$ cat src/rtl/mc_control_fsm.sv
// Multicycle MIPS main controller: sequences fetch/decode/execute/writeback
// and drives all datapath controls from the IR opcode.
module mc_control_fsm #(
    parameter int OP_W = 6,
    parameter int ST_W = 4
) (
    input  logic            clock,
    input  logic            reset,
    input  logic [OP_W-1:0] i_op,
    input  logic            i_zero,
    input  logic            i_mem_ready,
    output logic            o_con_iord,
    output logic            o_con_memread,
    output logic            o_con_memwrite,
    output logic            o_con_irwrite,
    output logic            o_con_pcen,
    output logic [1:0]      o_con_pcsrc,
    output logic            o_con_alusrca,
    output logic [1:0]      o_con_alusrcb,
    output logic [2:0]      o_con_aluop,
    output logic            o_con_signext,
    output logic            o_con_regwrite,
    output logic            o_con_regdst,
    output logic            o_con_memtoreg,
    output logic            o_illegal,
    output logic [ST_W-1:0] o_state
);

    typedef enum logic [3:0] {
        IDLE     = 4'd0,
        FETCH    = 4'd1,
        DECODE   = 4'd2,
        MEMADR   = 4'd3,
        MEMRD    = 4'd4,
        MEMWB    = 4'd5,
        MEMWR    = 4'd6,
        RTYPE_EX = 4'd7,
        ALUWB    = 4'd8,
        BRANCH   = 4'd9,
        IMM_EX   = 4'd10,
        IMMWB    = 4'd11,
        JUMP     = 4'd12,
        TRAP     = 4'd13
    } state_t;

    typedef struct packed {
        logic       iord;
        logic       memread;
        logic       memwrite;
        logic [1:0] pcsrc;
        logic       alusrca;
        logic [1:0] alusrcb;
        logic [2:0] aluop;
        logic       regwrite;
        logic       regdst;
        logic       memtoreg;
        logic       jump_pcen;
    } ctrl_t;

    localparam logic [OP_W-1:0] OP_RTYPE = OP_W'(6'b000000);
    localparam logic [OP_W-1:0] OP_J     = OP_W'(6'b000010);
    localparam logic [OP_W-1:0] OP_BEQ   = OP_W'(6'b000100);
    localparam logic [OP_W-1:0] OP_BNE   = OP_W'(6'b000101);
    localparam logic [OP_W-1:0] OP_ADDI  = OP_W'(6'b001000);
    localparam logic [OP_W-1:0] OP_ADDIU = OP_W'(6'b001001);
    localparam logic [OP_W-1:0] OP_SLTI  = OP_W'(6'b001010);
    localparam logic [OP_W-1:0] OP_ANDI  = OP_W'(6'b001100);
    localparam logic [OP_W-1:0] OP_ORI   = OP_W'(6'b001101);
    localparam logic [OP_W-1:0] OP_LUI   = OP_W'(6'b001111);
    localparam logic [OP_W-1:0] OP_LW    = OP_W'(6'b100011);
    localparam logic [OP_W-1:0] OP_SW    = OP_W'(6'b101011);

    state_t state;
    state_t nxt;
    ctrl_t  ctrl;
    logic   illegal;
    logic   sx;
    logic   branch_take;

    // Control word for the state being entered, so it can be registered.
    function automatic ctrl_t decode_ctrl(input state_t st, input logic [OP_W-1:0] op);
        ctrl_t c;
        c = '0;
        case (st)
            FETCH: begin
                c.memread = 1'b1;
                c.alusrcb = 2'b01;
            end
            DECODE: c.alusrcb = 2'b11;
            MEMADR: begin
                c.alusrca = 1'b1;
                c.alusrcb = 2'b10;
            end
            MEMRD: begin
                c.iord    = 1'b1;
                c.memread = 1'b1;
            end
            MEMWB: begin
                c.regwrite = 1'b1;
                c.memtoreg = 1'b1;
            end
            MEMWR: begin
                c.iord     = 1'b1;
                c.memwrite = 1'b1;
            end
            RTYPE_EX: begin
                c.alusrca = 1'b1;
                c.aluop   = 3'b010;
            end
            ALUWB: begin
                c.regwrite = 1'b1;
                c.regdst   = 1'b1;
            end
            BRANCH: begin
                c.alusrca = 1'b1;
                c.aluop   = 3'b001;
                c.pcsrc   = 2'b01;
            end
            IMM_EX: begin
                c.alusrca = 1'b1;
                c.alusrcb = 2'b10;
                case (op)
                    OP_SLTI: c.aluop = 3'b101;
                    OP_ANDI: c.aluop = 3'b011;
                    OP_ORI:  c.aluop = 3'b100;
                    OP_LUI:  c.aluop = 3'b110;
                    default: c.aluop = 3'b000;
                endcase
            end
            IMMWB: c.regwrite = 1'b1;
            JUMP: begin
                c.pcsrc     = 2'b10;
                c.jump_pcen = 1'b1;
            end
            default: ;
        endcase
        return c;
    endfunction

    always_comb begin
        nxt = state;
        case (state)
            IDLE:   nxt = FETCH;
            FETCH:  nxt = i_mem_ready ? DECODE : FETCH;
            DECODE: begin
                case (i_op)
                    OP_LW, OP_SW:   nxt = MEMADR;
                    OP_RTYPE:       nxt = RTYPE_EX;
                    OP_BEQ, OP_BNE: nxt = BRANCH;
                    OP_ADDI, OP_ADDIU, OP_SLTI,
                    OP_ANDI, OP_ORI, OP_LUI: nxt = IMM_EX;
                    OP_J:           nxt = JUMP;
                    default:        nxt = TRAP;
                endcase
            end
            MEMADR:   nxt = (i_op == OP_LW) ? MEMRD : MEMWR;
            MEMRD:    nxt = i_mem_ready ? MEMWB : MEMRD;
            MEMWB:    nxt = FETCH;
            MEMWR:    nxt = i_mem_ready ? FETCH : MEMWR;
            RTYPE_EX: nxt = ALUWB;
            ALUWB:    nxt = FETCH;
            BRANCH:   nxt = FETCH;
            IMM_EX:   nxt = IMMWB;
            IMMWB:    nxt = FETCH;
            JUMP:     nxt = FETCH;
            TRAP:     nxt = FETCH;
            default:  nxt = IDLE;
        endcase
    end

    // Reset clears the registered control word, so memory strobes drop immediately.
    always_ff @(posedge clock or posedge reset) begin
        if (reset) begin
            state   <= IDLE;
            ctrl    <= '0;
            illegal <= 1'b0;
        end else begin
            state <= nxt;
            ctrl  <= decode_ctrl(nxt, i_op);
            if (nxt == TRAP) begin
                illegal <= 1'b1;
            end
        end
    end

    always_comb begin
        case (i_op)
            OP_LW, OP_SW, OP_BEQ, OP_BNE, OP_ADDI, OP_ADDIU, OP_SLTI: sx = 1'b1;
            default: sx = 1'b0;
        endcase
        if (i_op == OP_BEQ) begin
            branch_take = i_zero;
        end else if (i_op == OP_BNE) begin
            branch_take = ~i_zero;
        end else begin
            branch_take = 1'b0;
        end
    end

    // Handshake- and flag-dependent strobes are gated from the live inputs.
    assign o_con_irwrite  = (state == FETCH) & i_mem_ready;
    assign o_con_pcen     = ((state == FETCH) & i_mem_ready) | ctrl.jump_pcen |
                            ((state == BRANCH) & branch_take);
    assign o_con_signext  = (state != IDLE) & sx;
    assign o_con_iord     = ctrl.iord;
    assign o_con_memread  = ctrl.memread;
    assign o_con_memwrite = ctrl.memwrite;
    assign o_con_pcsrc    = ctrl.pcsrc;
    assign o_con_alusrca  = ctrl.alusrca;
    assign o_con_alusrcb  = ctrl.alusrcb;
    assign o_con_aluop    = ctrl.aluop;
    assign o_con_regwrite = ctrl.regwrite;
    assign o_con_regdst   = ctrl.regdst;
    assign o_con_memtoreg = ctrl.memtoreg;
    assign o_illegal      = illegal;
    assign o_state        = ST_W'(state);

endmodule

$ cat config.mk
export PLATFORM = sky130hd
export DESIGN_NAME = mc_control_fsm
export DESIGN_NICKNAME = d
export VERILOG_FILES = /design/src/rtl/mc_control_fsm.sv
export SDC_FILE = /design/constraint.sdc
export NUM_CORES = 1
export LEC_CHECK = 0
export ABC_AREA = 1
export CAP_MARGIN = 20
export CORE_MARGIN = 2
export CORE_UTILIZATION = 45
export DETAILED_ROUTE_END_ITERATION = 8
export PLACE_DENSITY = 0.8
export RECOVER_POWER = 100
export SETUP_SLACK_MARGIN = 0.3
export SYNTH_ARGS = -nofsm -noshare
export SYNTH_HDL_FRONTEND = slang
export SYNTH_SLANG_ARGS = --single-unit
$ cat constraint.sdc
create_clock -name clock -period 1.55 [get_ports clock]
set_input_delay 0.2325 -clock clock [delete_from_list [all_inputs] [get_ports clock]]
set_output_delay 0.2325 -clock clock [all_outputs]
set_load 0.005 [all_outputs]
==> parameters.txt <==
Parameter                              Value

Detailed routing
  Drc violations    0
  Number of iterations in the first detailed-routing pass    4
  Drt via density    5.48
  Wire per inst    17.8 um
  Remaining number of nets flagged by the antenna check after routing    0
  Final wirelength    4.74 mm
  Detailed-route via count    1464
  Violation count after the first detailed-route iteration    45

Logic synthesis
  Number of register bits inferred by synthesis    20
  Warnings, synthesis    0
  Area of the mapped netlist    1160 sq um
  Ranking of synthesized cells by area    dfrtp_1 43%, nand2_1 11%, nand3_1 6.5%, nor2_1 6.5%, inv_1 5.2%
  Sequential area share after synthesis    43.0%
  Mean instance size in the synthesized netlist    approximately 7.5 sq um
  Number of unique standard cell types used by synthesis    25
  Fraction of synthesized cell area taken by the top area cell type    43.0%
  Post-synth top area cell    dfrtp_1
  Gate count after technology mapping    156
  Net Count, Synth    about 170

Power and ir drop
  Leakage    between 0.001 and 0.0015 uW
  Pwr Total    3960 uW
  Worst VDD drop    1900 uV
  Power density relative to cell area    between 1500 and 2000 nW/um^2

Global route
  Pin count of the biggest net entering global routing    21
  Global-route congestion overflow total    0
  First-pass GRT wire length    5.91 mm
  Combined global-route utilization of all metal layers    28.1%
  Antenna violations before repair    0
  Via count of the first global-routing pass    1317

Flow run
  MaxCap Viol Count    0

Timing
  Max Freq    around 540 MHz
  Setup-failing EPs final    18
  Worst rel slew slack    a little over a quarter
  Worst Slack Setup Final    -286 ps
  Transition at the pin with the smallest max-transition slack    1100 ps
  Unrepaired setup endpoints after global routing    true
  Final number of hold-violating endpoints    0
  Minimum period implied by the final worst setup slack    1840 ps
  Post-Route Skew    2.33 ps
  Fraction of the cycle the final worst path needs    118%
  Final max-slew violation count    0
  Total negative slack for setup checks    -3630 ps

Clock tree
  H-tree level count    1
  CTS clock-pin slew for the worst setup and hold paths    about 120 ps
  Number of buffers added by the clock tree synthesis step    3
  TritonCTS clock tree    built
  CTS hold repair buffers    0
  Sink Count    20
  Worst skew pair latency    320 ps
  Library cell used as clock root buffer    clkbuf_4
  Number of buffers between clock root and the deepest sink    2

Hold path
  WHS Endpoint    o_illegal$_DFFE_PP0N_
  Hold crit path type    flop to flop
  Min-Delay Path Depth    1
  Startpoint of the most critical hold path    o_illegal$_DFFE_PP0N_

Floorplanning
  Die Footprint    3010 sq um
  Core footprint    2450 sq um
  Placement row count    18
  Number of top-level design ports    32
  Initial Util    47.4%
  Die height    54.9 um
  Chip width    54.9 um

Place
  Post-placement worst setup slack    -629 ps
  Number of buffer cells added on primary ports    31
  Dpl hpwl    2.39 mm
  Routability congestion estimate    about 0.85

Setup path
  Minimum setup slack among reg-to-reg paths    -290 ps
  Depth of the most critical reg-to-reg path    14
  Worst endpoint required time    1800 ps
  Endpoint type of the worst setup path    flop
  First element of the critical path    o_state[2]$_DFF_PP0_
  Worst path arrival time    about 2100 ps
  Max Fanout on Critical Path    4
  CP Class    flop to flop
  Terminus of the critical flop-to-flop path    o_illegal$_DFFE_PP0N_
  RR Startpoint    o_state[2]$_DFF_PP0_
  Startpoint kind of the worst setup timing path    flop

Final layout
  Count of fill cells added during filler insertion    roughly 130
  Final core utilization    ~87%
  Share of cells above drive strength 1    53.6%
  Post-layout nets    248
  Area Overhead vs Synth    83.7%
  Antenna diode count    0

Outcome
  Result of the run    finished, violations left
  Violations in the final reports    negative setup slack
==> kinds of logic after synthesis <==
| group | synth area share [%] |
|---|---|
| and+or+nand+nor | 35.5 |
| buffers and inverters | 13.2 |
| DFF | 43.0 |
| AOI/OAI and AO/OA | 8.28 |
==> layout by cell type (no fill, tap or decap), types with 4 or more instances in the layout <==
cell,count
nand3_1,9
buf_6,18
nand2_1,25
dfrtp_1,19
inv_1,11
nand3_2,6
inv_4,4
nand2_2,9
inv_2,11
nor2_1,10
nor2_2,7
dlygate4sd2_1,19
nor2_4,10
buf_4,37
buf_2,4
==> worst max-delay path, cell delays in order (launching register included) <==
cell and delay [ps]:
dfrtp_1 420, buf_6 130, nor2_4 130, buf_6 120
buf_6 90, nand2_2 50, nand2_1 60, nand2_1 90
nand2_1 90, inv_2 40, nand2_4 100, inv_4 60
nor2_4 140, inv_2 60, o21bai_1 150
==> report_power, final <==
group          leakage, uW  internal (uW)  switching (uW)  total, uW
Sequential        0.000264            687            77.9        765
Combinational     0.000849           1260            1490       2750
Clock            0.0000279            262             179        441
==> cells in the mapped netlist (all sizes together) <==
library cell,instances
o22ai,1
inv,26
dfrtp,20
nor3b,2
o21ai,8
nand4,2
a21oi,4
or3,1
nand2,37
o21bai,1
nor2,27
nand3,15
nor4,1
a211oi,1
clkinv,1
buf,7
nor3,2
==> registers in the layout, indices dropped and copies added (netlist names) <==
register / count
o_con_regwrite: 1
o_con_aluop: 3
o_illegal: 1
o_con_memread: 1
o_con_iord: 1
o_con_alusrcb: 2
o_con_regdst: 1
o_con_memwrite: 1
o_con_alusrca: 1
o_con_pcsrc: 2
o_state: 4
o_con_memtoreg: 1
ctrl: 1
==> through the flow <==
| step | hold slack [ps] | cell area (sq um) | cells |
|---|---|---|---|
| after floorplan | 196 | 1190 | 156 |
| after global placement | 466 | 1720 | 241 |
| after detailed placement | 481 | 1720 | 241 |
| after CTS | 239 | 2040 | 261 |
| after global routing | 519 | 2140 | 267 |
| final | 502 | 2140 | 267 |
==> repair_timing <==
action	4_1_cts	5_1_grt
resized for setup	105	18
endpoints found under the hold margin	0	0
buffers inserted	16	6
pin swaps	16	7
setup endpoints to repair	40	25
==> final cells by class <==
cell class                      count  area (sq um)  share of cell area [%]
Multi-Input combinational cell    102           711                    33.3
Clock inverter                      1          30.0                    1.41
Clock buffer                        3          22.5                    1.05
Tap cell                           30          37.5                    1.76
Inverter                           27           111                    5.21
Sequential cell                    20           502                    23.5
Timing Repair Buffer               84           723                    33.8
==> how the worst max path moves through the flow <==
stage / end / slack [ps] / cells past startpoint
6_report: o_illegal$_DFFE_PP0N_ / -290 / 14
5_1_grt: o_con_alusrca$_DFF_PP0_ / -370 / 14
4_1_cts: o_con_aluop[2]$_DFF_PP0_ / -150 / 12
3_5_place_dp: o_con_pcen / -630 / 7
3_3_place_gp: o_con_pcen / -560 / 7
2_1_floorplan: o_con_aluop[0]$_DFF_PP0_ / 170 / 9
==> metal layers <==
metal | wire [um] | GRT usage, % | vias up | part of all wire, %
li1 | - | - | 654 | -
met1 | 1820 | 30.9 | 699 | 38
met2 | 2430 | 53.2 | 87 | 51
met3 | 291 | 3.83 | 24 | 6.1
met4 | 202 | 11.3 | 0 | 4.3
met5 | 0 | 0 | - | 0
Note: power is estimated with default switching activity, not from simulation.
